<file path="config.mk">
export PLATFORM = sky130hd
export DESIGN_NAME = tetris_input_ctrl_flat
export DESIGN_NICKNAME = d
export VERILOG_FILES = /design/src/rtl/tetris_input_ctrl_if.sv /design/src/rtl/tetris_input_ctrl.sv /design/src/flat_wrapper.sv
export SDC_FILE = /design/constraint.sdc
export NUM_CORES = 1
export LEC_CHECK = 0
export ABC_AREA = 1
export CELL_PAD_IN_SITES_DETAIL_PLACEMENT = 2
export CELL_PAD_IN_SITES_GLOBAL_PLACEMENT = 2
export CORE_MARGIN = 10
export CORE_UTILIZATION = 40
export DETAILED_ROUTE_END_ITERATION = 8
export PLACE_DENSITY_LB_ADDON = 0.1
export SYNTH_ARGS = -nofsm -noshare
export SYNTH_HDL_FRONTEND = slang
export SYNTH_SLANG_ARGS = --single-unit
</file>
<file path="constraint.sdc">
create_clock -name clk -period 13.35 [get_ports clk]
set_clock_uncertainty 0.15 [all_clocks]
set_input_delay 2.67 -clock clk [delete_from_list [all_inputs] [get_ports clk]]
set_output_delay 2.67 -clock clk [all_outputs]
set_load 0.02 [all_outputs]
</file>
<file path="src/rtl/tetris_input_ctrl_if.sv">
// -----------------------------------------------------------------------------
// tetris_input_ctrl_if
// Command handshake between the input front end and the game-logic block.
//   cmd_valid : a command is pending (driven by the producer)
//   cmd       : 0 none, 1 left, 2 right, 3 down, 4 rotate, 5 drop
//   cmd_ready : consumer accepts cmd on an edge where cmd_valid is also high
// Modports: master = command producer, slave = command consumer.
// -----------------------------------------------------------------------------
interface tetris_input_ctrl_if;
   logic       cmd_valid;
   logic [2:0] cmd;
   logic       cmd_ready;

   modport master (
      output cmd_valid,
      output cmd,
      input  cmd_ready
   );

   modport slave (
      input  cmd_valid,
      input  cmd,
      output cmd_ready
   );
endinterface

</file>
<file path="src/rtl/tetris_input_ctrl.sv">
// -----------------------------------------------------------------------------
// tetris_input_ctrl
// Input front end: turns raw push-buttons and the pause switch into single
// game-move commands delivered over a valid/ready handshake.
// Pipeline per button: 2-flop synchronizer -> debounce -> press-edge detect,
// then one registered event stage, fixed-priority arbitration and a one-deep
// command buffer.
//
// Ports:
//   clk        : system clock
//   sw_rst     : asynchronous, active-high reset
//   btn_drop, btn_rotate, btn_left, btn_right, btn_down : raw buttons (async)
//   sw_pause   : raw pause switch (synchronized only)
//   cmd_if     : master side of the command handshake (cmd_valid/cmd/cmd_ready)
//   paused     : synchronized pause level
//   overflow   : sticky, a command event was discarded (cleared by reset only)
//
// Optional build macro: TETRIS_INPUT_REPEAT_EN
//   defined   : left/right/down auto-repeat while held (REPEAT_DELAY after the
//               press, then every REPEAT_PERIOD cycles)
//   undefined : no repeat logic, only press events produce commands
// -----------------------------------------------------------------------------
module tetris_input_ctrl #(
   parameter int DEBOUNCE_CYCLES = 1000000,
   parameter int REPEAT_DELAY    = 25000000,
   parameter int REPEAT_PERIOD   = 8000000,
   parameter int CNT_W           = 25
) (
   input  logic                clk,
   input  logic                sw_rst,
   input  logic                btn_drop,
   input  logic                btn_rotate,
   input  logic                btn_left,
   input  logic                btn_right,
   input  logic                btn_down,
   input  logic                sw_pause,
   tetris_input_ctrl_if.master cmd_if,
   output logic                paused,
   output logic                overflow
);

   // Button index order: 0 left, 1 right, 2 down, 3 rotate, 4 drop.
   // Index i maps to command code i+1.
   localparam int NB = 5;

   localparam int CNT_NEED = (DEBOUNCE_CYCLES > REPEAT_DELAY)
                           ? ((DEBOUNCE_CYCLES > REPEAT_PERIOD) ? DEBOUNCE_CYCLES : REPEAT_PERIOD)
                           : ((REPEAT_DELAY > REPEAT_PERIOD) ? REPEAT_DELAY : REPEAT_PERIOD);
   localparam bit CFG_OK = (DEBOUNCE_CYCLES >= 2) && (REPEAT_DELAY >= 1) &&
                           (REPEAT_PERIOD >= 1) && (CNT_NEED < (2 ** CNT_W));

   localparam logic [CNT_W-1:0] DB_LAST = CNT_W'(DEBOUNCE_CYCLES - 1);
   localparam logic [CNT_W-1:0] CNT_ONE = CNT_W'(1);

   typedef enum logic [2:0] {
      CMD_NONE   = 3'd0,
      CMD_LEFT   = 3'd1,
      CMD_RIGHT  = 3'd2,
      CMD_DOWN   = 3'd3,
      CMD_ROTATE = 3'd4,
      CMD_DROP   = 3'd5
   } cmd_e;

   typedef enum logic [0:0] {
      BUF_EMPTY = 1'b0,
      BUF_FULL  = 1'b1
   } buf_state_e;

   if (!CFG_OK) begin : g_cfg_bad
      $error("tetris_input_ctrl: DEBOUNCE_CYCLES < 2 or CNT_W too small");
   end

   logic [NB-1:0]    btn_raw_s;
   logic [NB-1:0]    btn_meta_r;
   logic [NB-1:0]    btn_sync_r;
   logic             pause_meta_r;
   logic             pause_sync_r;
   logic [CNT_W-1:0] db_cnt_r [NB];
   logic [NB-1:0]    stable_r;
   logic [NB-1:0]    db_done_s;
   logic [NB-1:0]    press_s;
   logic [NB-1:0]    repeat_s;
   logic [NB-1:0]    event_s;
   logic [NB-1:0]    ev_r;
   cmd_e             win_cmd_s;
   logic             have_win_s;
   logic             lose_s;
   logic             xfer_s;
   buf_state_e       buf_state_r;
   buf_state_e       buf_state_s;
   cmd_e             cmd_r;
   cmd_e             cmd_s;
   logic             overflow_r;
   logic             overflow_s;

   assign btn_raw_s = {btn_drop, btn_rotate, btn_down, btn_right, btn_left};

   // Two-flop synchronizers for every raw input
   always_ff @(posedge clk or posedge sw_rst) begin
      if (sw_rst) begin
         btn_meta_r   <= 5'b0;
         btn_sync_r   <= 5'b0;
         pause_meta_r <= 1'b0;
         pause_sync_r <= 1'b0;
      end else begin
         btn_meta_r   <= btn_raw_s;
         btn_sync_r   <= btn_meta_r;
         pause_meta_r <= sw_pause;
         pause_sync_r <= pause_meta_r;
      end
   end

   // Debounce accept: synchronized level has differed for DEBOUNCE_CYCLES cycles
   always_comb begin
      db_done_s = 5'b0;
      for (int i = 0; i < NB; i++) begin
         db_done_s[i] = (btn_sync_r[i] != stable_r[i]) && (db_cnt_r[i] == DB_LAST);
      end
   end

   // Debounce counters and stable levels; counter clears whenever input agrees
   always_ff @(posedge clk or posedge sw_rst) begin
      if (sw_rst) begin
         stable_r <= 5'b0;
         for (int i = 0; i < NB; i++) begin
            db_cnt_r[i] <= '0;
         end
      end else begin
         for (int i = 0; i < NB; i++) begin
            if (db_done_s[i]) begin
               stable_r[i] <= btn_sync_r[i];
               db_cnt_r[i] <= '0;
            end else if (btn_sync_r[i] != stable_r[i]) begin
               db_cnt_r[i] <= db_cnt_r[i] + CNT_ONE;
            end else begin
               db_cnt_r[i] <= '0;
            end
         end
      end
   end

   // A press is the cycle in which stable is being written 0->1
   assign press_s = db_done_s & btn_sync_r;

`ifdef TETRIS_INPUT_REPEAT_EN
   localparam int NR = 3;
   localparam logic [CNT_W-1:0] REP_DELAY_C  = CNT_W'(REPEAT_DELAY);
   localparam logic [CNT_W-1:0] REP_PERIOD_C = CNT_W'(REPEAT_PERIOD);

   // rep_cnt_r counts cycles since the last press/repeat event; rep_first_r
   // selects the initial delay versus the steady repeat period.
   logic [CNT_W-1:0] rep_cnt_r [NR];
   logic [NR-1:0]    rep_on_r;
   logic [NR-1:0]    rep_first_r;
   logic [NR-1:0]    rep_fire_s;

   // Repeat fires when the running count reaches the active interval
   always_comb begin
      rep_fire_s = 3'b0;
      for (int i = 0; i < NR; i++) begin
         if (rep_on_r[i] && stable_r[i]) begin
            if (rep_first_r[i]) begin
               rep_fire_s[i] = (rep_cnt_r[i] == REP_DELAY_C);
            end else begin
               rep_fire_s[i] = (rep_cnt_r[i] == REP_PERIOD_C);
            end
         end else begin
            rep_fire_s[i] = 1'b0;
         end
      end
   end

   // Repeat counters for left/right/down; pause or release parks them at 0
   always_ff @(posedge clk or posedge sw_rst) begin
      if (sw_rst) begin
         rep_on_r    <= 3'b0;
         rep_first_r <= 3'b0;
         for (int i = 0; i < NR; i++) begin
            rep_cnt_r[i] <= '0;
         end
      end else begin
         for (int i = 0; i < NR; i++) begin
            if (pause_sync_r) begin
               rep_cnt_r[i]   <= '0;
               rep_on_r[i]    <= 1'b0;
               rep_first_r[i] <= 1'b0;
            end else if (press_s[i]) begin
               rep_cnt_r[i]   <= CNT_ONE;
               rep_on_r[i]    <= 1'b1;
               rep_first_r[i] <= 1'b1;
            end else if (!stable_r[i] || !rep_on_r[i]) begin
               rep_cnt_r[i]   <= '0;
               rep_on_r[i]    <= 1'b0;
               rep_first_r[i] <= 1'b0;
            end else if (rep_fire_s[i]) begin
               rep_cnt_r[i]   <= CNT_ONE;
               rep_first_r[i] <= 1'b0;
            end else begin
               rep_cnt_r[i]   <= rep_cnt_r[i] + CNT_ONE;
            end
         end
      end
   end

   assign repeat_s = {2'b00, rep_fire_s};
`else
   assign repeat_s = 5'b0;
`endif

   // No events at all while paused
   assign event_s = pause_sync_r ? 5'b0 : (press_s | repeat_s);

   // Event stage register; all same-cycle events stay together for arbitration
   always_ff @(posedge clk or posedge sw_rst) begin
      if (sw_rst) begin
         ev_r <= 5'b0;
      end else begin
         ev_r <= event_s;
      end
   end

   // Fixed priority: drop > rotate > left > right > down
   always_comb begin
      win_cmd_s = CMD_NONE;
      if (ev_r[4]) begin
         win_cmd_s = CMD_DROP;
      end else if (ev_r[3]) begin
         win_cmd_s = CMD_ROTATE;
      end else if (ev_r[0]) begin
         win_cmd_s = CMD_LEFT;
      end else if (ev_r[1]) begin
         win_cmd_s = CMD_RIGHT;
      end else if (ev_r[2]) begin
         win_cmd_s = CMD_DOWN;
      end else begin
         win_cmd_s = CMD_NONE;
      end
   end

   assign have_win_s = (ev_r != 5'b0);
   // More than one bit set means at least one event lost arbitration
   assign lose_s     = ((ev_r & (ev_r - 5'd1)) != 5'b0);
   assign xfer_s     = (buf_state_r == BUF_FULL) && cmd_if.cmd_ready;

   // Buffer next-state: load, drain, reload on a transfer edge, or discard
   always_comb begin
      buf_state_s = buf_state_r;
      cmd_s       = cmd_r;
      overflow_s  = overflow_r;
      if (pause_sync_r) begin
         buf_state_s = BUF_EMPTY;
         cmd_s       = CMD_NONE;
      end else begin
         if (lose_s) begin
            overflow_s = 1'b1;
         end else begin
            overflow_s = overflow_r;
         end
         case (buf_state_r)
            BUF_EMPTY: begin
               if (have_win_s) begin
                  buf_state_s = BUF_FULL;
                  cmd_s       = win_cmd_s;
               end else begin
                  buf_state_s = BUF_EMPTY;
                  cmd_s       = CMD_NONE;
               end
            end
            BUF_FULL: begin
               if (xfer_s) begin
                  if (have_win_s) begin
                     buf_state_s = BUF_FULL;
                     cmd_s       = win_cmd_s;
                  end else begin
                     buf_state_s = BUF_EMPTY;
                     cmd_s       = CMD_NONE;
                  end
               end else if (have_win_s) begin
                  overflow_s = 1'b1;
               end else begin
                  buf_state_s = BUF_FULL;
               end
            end
            default: begin
               buf_state_s = BUF_EMPTY;
               cmd_s       = CMD_NONE;
            end
         endcase
      end
   end

   // Buffer state, command and sticky overflow registers
   always_ff @(posedge clk or posedge sw_rst) begin
      if (sw_rst) begin
         buf_state_r <= BUF_EMPTY;
         cmd_r       <= CMD_NONE;
         overflow_r  <= 1'b0;
      end else begin
         buf_state_r <= buf_state_s;
         cmd_r       <= cmd_s;
         overflow_r  <= overflow_s;
      end
   end

   assign cmd_if.cmd_valid = (buf_state_r == BUF_FULL);
   assign cmd_if.cmd       = cmd_r;
   assign paused           = pause_sync_r;
   assign overflow         = overflow_r;

endmodule

</file>
<file path="src/flat_wrapper.sv">
// flat-port wrapper written by rule: the top's interface ports become plain ports
module tetris_input_ctrl_flat 
#(
   parameter int DEBOUNCE_CYCLES = 1000000,
   parameter int REPEAT_DELAY    = 25000000,
   parameter int REPEAT_PERIOD   = 8000000,
   parameter int CNT_W           = 25
)
  (clk, sw_rst, btn_drop, btn_rotate, btn_left, btn_right, btn_down, sw_pause, paused, overflow, cmd_if_cmd_valid, cmd_if_cmd, cmd_if_cmd_ready);
  tetris_input_ctrl_if cmd_if_i ();
  input  logic clk;
  input  logic sw_rst;
  input  logic btn_drop;
  input  logic btn_rotate;
  input  logic btn_left;
  input  logic btn_right;
  input  logic btn_down;
  input  logic sw_pause;
  output logic paused;
  output logic overflow;
  output wire logic [$bits(cmd_if_i.cmd_valid)-1:0] cmd_if_cmd_valid;
  output wire logic [$bits(cmd_if_i.cmd)-1:0] cmd_if_cmd;
  input wire logic [$bits(cmd_if_i.cmd_ready)-1:0] cmd_if_cmd_ready;
  assign cmd_if_cmd_valid = cmd_if_i.cmd_valid;
  assign cmd_if_cmd = cmd_if_i.cmd;
  assign cmd_if_i.cmd_ready = cmd_if_cmd_ready;
  tetris_input_ctrl #(.DEBOUNCE_CYCLES(DEBOUNCE_CYCLES), .REPEAT_DELAY(REPEAT_DELAY), .REPEAT_PERIOD(REPEAT_PERIOD), .CNT_W(CNT_W)) u_core (.clk(clk), .sw_rst(sw_rst), .btn_drop(btn_drop), .btn_rotate(btn_rotate), .btn_left(btn_left), .btn_right(btn_right), .btn_down(btn_down), .sw_pause(sw_pause), .cmd_if(cmd_if_i), .paused(paused), .overflow(overflow));
endmodule
</file>
==> results.txt <==
- Together, buffers and inverters on the worst path number 1.
- Switching share of total power: 23.4%
- Total inserted antenna cells: 0
- After clock tree synthesis, the repair step resized 0 gates.
- STA classifies the critical path startpoint as a flip-flop.
* Synthesized instance count: 1159
* Clock share of power: 49.5%
* Total track usage: 21.3%
* Type of the worst setup path: reg2out
- Die Y-Extent: 165 um
* GRT Residual Overflow: 0
* Nets in the synthesized netlist: 1173
- In the final layout, the share of cells above drive strength 1 is ~7%.
- Synthesis warning total: 0
- Number of buffers added for setup after CTS: 0
* Post-Synthesis Mean Instance Area: 7.24 sq um
- Clock-pin transition on the worst setup and hold timing paths: 0.07 ns
- Core area: 20400 sq um
- RSZ-0062 raised after global routing: false
- For this design the ratio of total power to cell area is 105 nW/um^2.
- Setup violations remaining at the end of the flow were counted as 0.
* Vias per std cell: 5.16
- Of the total power, registers draw a little under half.
- Counting flops with an async set or reset pin after synthesis yields a share of 100%.
- Final worst setup slack: 8.79 ns
- In the final routed layout, each cell accounts on average for 18.5 um.
* R2r worst-path depth: 8
- During placement, the flow inserted port buffers numbering 14.
* Setup TNS: 0 ns
* Class of the most critical hold timing path: reg2reg
- The startpoint identified for the worst register-to-register timing path is u_core.db_cnt_r[50].
- Net switching power figure: 233 uW
- Period Utilization, post-route: 34.1%
* Cell class contributing the biggest share of worst-path delay: buffers and inverters
* Number of distinct standard cells referenced by the synthesized netlist: 32
* Number of instances in the placed design: approximately 1.4k
- Data on the critical path is required at its endpoint by 10.53 ns.
* Critical Path AT: 1.74 ns
* Most used flip-flop cell after synthesis: sky130_fd_sc_hd__dfrtp_1
- Entering global routing, the biggest net connects 84 pins.
* Final net count: approximately 1.2k
* CTS Sinks: 152
* Worst reg2reg path endpoint: u_core.db_cnt_r[50]
- In this run the tightest slew margin relative to its limit is 28.6%.
* Number of enable-type register cells in the synthesized netlist: 0
* Register bit total from synthesis: 152
* Total number of vias: between 7k and 8k
- Worst IR drop on VDD: roughly 0.077 mV
* Critical-path maximum fanout: 8
- Wire length of the first global-routing pass: 45900 um
* Post-DP HPWL: about 19000 um
- In this run, CTS created clock tree buffers numbering 17.
- Die area: 27200 sq um
- For this run, design rule violations remaining after detail routing come to 0.
- Result of the run: finished clean
* Clk buf depth: 2
* Maximum Capacitance Violations: 0
* Peak Freq: ~220 MHz
- The worst setup path is captured at an output port.
- Fraction of power consumed by combinational cells: 3.1%
- Drt initial violations: 410
- The root buffer cell chosen for the clock tree is sky130_fd_sc_hd__clkbuf_16.
* Reg-to-reg setup timing slack: 11.30 ns
- Summed over all cells, the static leakage comes to 3.92 nW.
- The routed design has about 27000 um of wire.
* Cell breakdown of the critical path: clkdlybuf4s50_1
- Initial Utilization: 41.0%
* Placer's final routability congestion estimate: 0.796
- The area growth from synthesis to layout is 12.6%.
- Power consumption: ~1000 uW
* TritonCTS clock tree: done
- The clock tree synthesis step divided the H-tree into 4 levels.
* First-pass detailed-route iteration total: 5
* Remaining antenna violation count: 0
- Dpl cell area: just under 9000 sq um
* Antenna violations before repair: 0
- Final std cells w/o fill: 1470
* Post-synthesis instance area: 8390 sq um
- Row cnt: 52
* Seq/Total Area, Yosys: 45.4%
- Terminating pin of the worst hold path: u_core.btn_sync_r[4]
- At the later pin of the worst-skew pair, clock insertion delay measures around 0.44 ns.
- After routing the design area is 9440 sq um.
- Final max-slew violation count: 0
- Number of failing hold endpoints at the final stage: 0
- For this design the top-level I/O count stands at 15.
* Slowest stage cell, crit path: sky130_fd_sc_hd__clkdlybuf4s50_1
- In this run, post-CTS hold repair placed 0 buffers.
* Min-Delay Startpoint: u_core.btn_meta_r[4]
* Int Pwr: 762 uW
* Maximum cell stage delay along the critical path: 0.69 ns
- The worst path in the final design needs a cycle of 4.56 ns, including I/O delays and setup.
- Vias in the first global route: approximately 9k
- At the pin with the least slew margin, the transition time is 1.07 ns.
- Worst hold stages: 0
* Dpl ws: 8.31 ns
- Measured along the x axis, the die boundary spans 165 um.
metal layers:
| layer | part of all wire (%) | vias to the layer above | GRT usage [%] |
|---|---|---|---|
| met5 | 0 | - | 0 |
| met4 | 1.4 | 0 | 5.52 |
| met3 | 2.3 | 25 | 3.86 |
| met2 | 54 | 74 | 39.8 |
| met1 | 42 | 3873 | 24.3 |
| li1 | - | 3616 | - |
worst reg2reg max path: stages (launching register included):
cell                      delay [ns]
sky130_fd_sc_hd__dfrtp_1        0.45
sky130_fd_sc_hd__ha_1           0.25
sky130_fd_sc_hd__nand3_2        0.19
sky130_fd_sc_hd__nor2_4         0.22
sky130_fd_sc_hd__inv_1          0.08
sky130_fd_sc_hd__nor2_1         0.16
sky130_fd_sc_hd__nand2_2        0.13
sky130_fd_sc_hd__nand2_2        0.20
sky130_fd_sc_hd__nor2_1         0.11
cells by family (layout without fill, tap and decap cells):
logic type               count (synthesis)  in the layout  share of synthesized area, %
XOR/XNOR                                67             67                          7.09
flip-flops                             152            152                          45.4
AO/OA/AOI/OAI                           18             18                          1.31
buffers and inverters                  121            162                          5.49
adder cells (fa/ha/maj)                  5              5                         0.746
AND/OR/NAND/NOR                        796            796                          40.0
cell type report:
type	instances	area, sq um
well taps	270	338
multi-input cells	886	4120
inverters	116	440
repair buffers	15	148
flip-flops and latches	152	3800
fillers	2438	11000
clock buffers	20	467
clock inverters	11	124
placed cells by master (no fill, tap or decap), drive strengths merged:
cell type,instances
a21oi,4
clkdlybuf4s50,14
nand3,83
nor3b,3
o21bai,3
bufinv,2
nand2,332
o2111ai,1
dfrtp,152
xor2,37
nor3,22
o21a,2
nand3b,2
nand4,10
and2,1
inv,116
nor2,342
clkbuf,20
o31ai,1
ha,5
xnor2,30
clkinvlp,3
a31oi,1
o21ai,6
or2,1
clkinv,6
buf,1
synth_stat cells (10+ instances only):
master	instances	share of area, %
sky130_fd_sc_hd__nand2_1	313	14
sky130_fd_sc_hd__nor2_2	13	0.97
sky130_fd_sc_hd__dfrtp_1	152	45
sky130_fd_sc_hd__nor2_1	324	15
sky130_fd_sc_hd__nor3_1	19	1.1
sky130_fd_sc_hd__nand2_2	15	1.1
sky130_fd_sc_hd__nand3_1	78	4.7
sky130_fd_sc_hd__xor2_1	36	3.8
sky130_fd_sc_hd__nand4_1	10	0.75
sky130_fd_sc_hd__inv_1	111	5.0
sky130_fd_sc_hd__xnor2_1	30	3.1
power by group through the flow:
| stage | Sequential (mW) | Clock, mW | Combinational (mW) |
|---|---|---|---|
| 2_1_floorplan | 0.478 | 0 | 0.0202 |
| 3_3_place_gp | 0.479 | 0 | 0.0310 |
| 3_5_place_dp | 0.480 | 0 | 0.0323 |
| 4_1_cts | 0.471 | 0.506 | 0.0329 |
| 5_1_grt | 0.472 | 0.527 | 0.0364 |
| 6_report | 0.472 | 0.493 | 0.0312 |
per-stage QoR:
stage	hold slack [ns]	utilization [%]
finish	0.208	46.2
global route	0.225	46.2
CTS	0.212	46.2
detailed placement	0.191	43.3
global placement	0.183	43.3
floorplan	0.181	-
flip-flops by register name, summed over array words and instances, names as in the netlist:
signal / count
u_core.paused: 1
u_core.db_cnt_r: 125
u_core.overflow: 1
u_core.stable_r: 5
u_core.pause_meta_r: 1
u_core.btn_meta_r: 5
u_core.cmd_if.cmd: 3
u_core.ev_r: 5
u_core.btn_sync_r: 5
u_core.cmd_if.cmd_valid: 1
how the worst max path moves through the flow:
stage	start	endpoint	slack (ns)	cells past startpoint
floorplan	sw_rst	u_core.btn_meta_r[0]	6.44	1
global placement	sw_rst	u_core.db_cnt_r[124]	8.37	3
detailed placement	sw_rst	u_core.db_cnt_r[118]	8.31	3
CTS	u_core.paused	paused	8.77	1
global route	sw_rst	u_core.db_cnt_r[6]	8.65	3
finish	u_core.paused	paused	8.79	1
No activity file was read; power rests on OpenSTA's default activity.
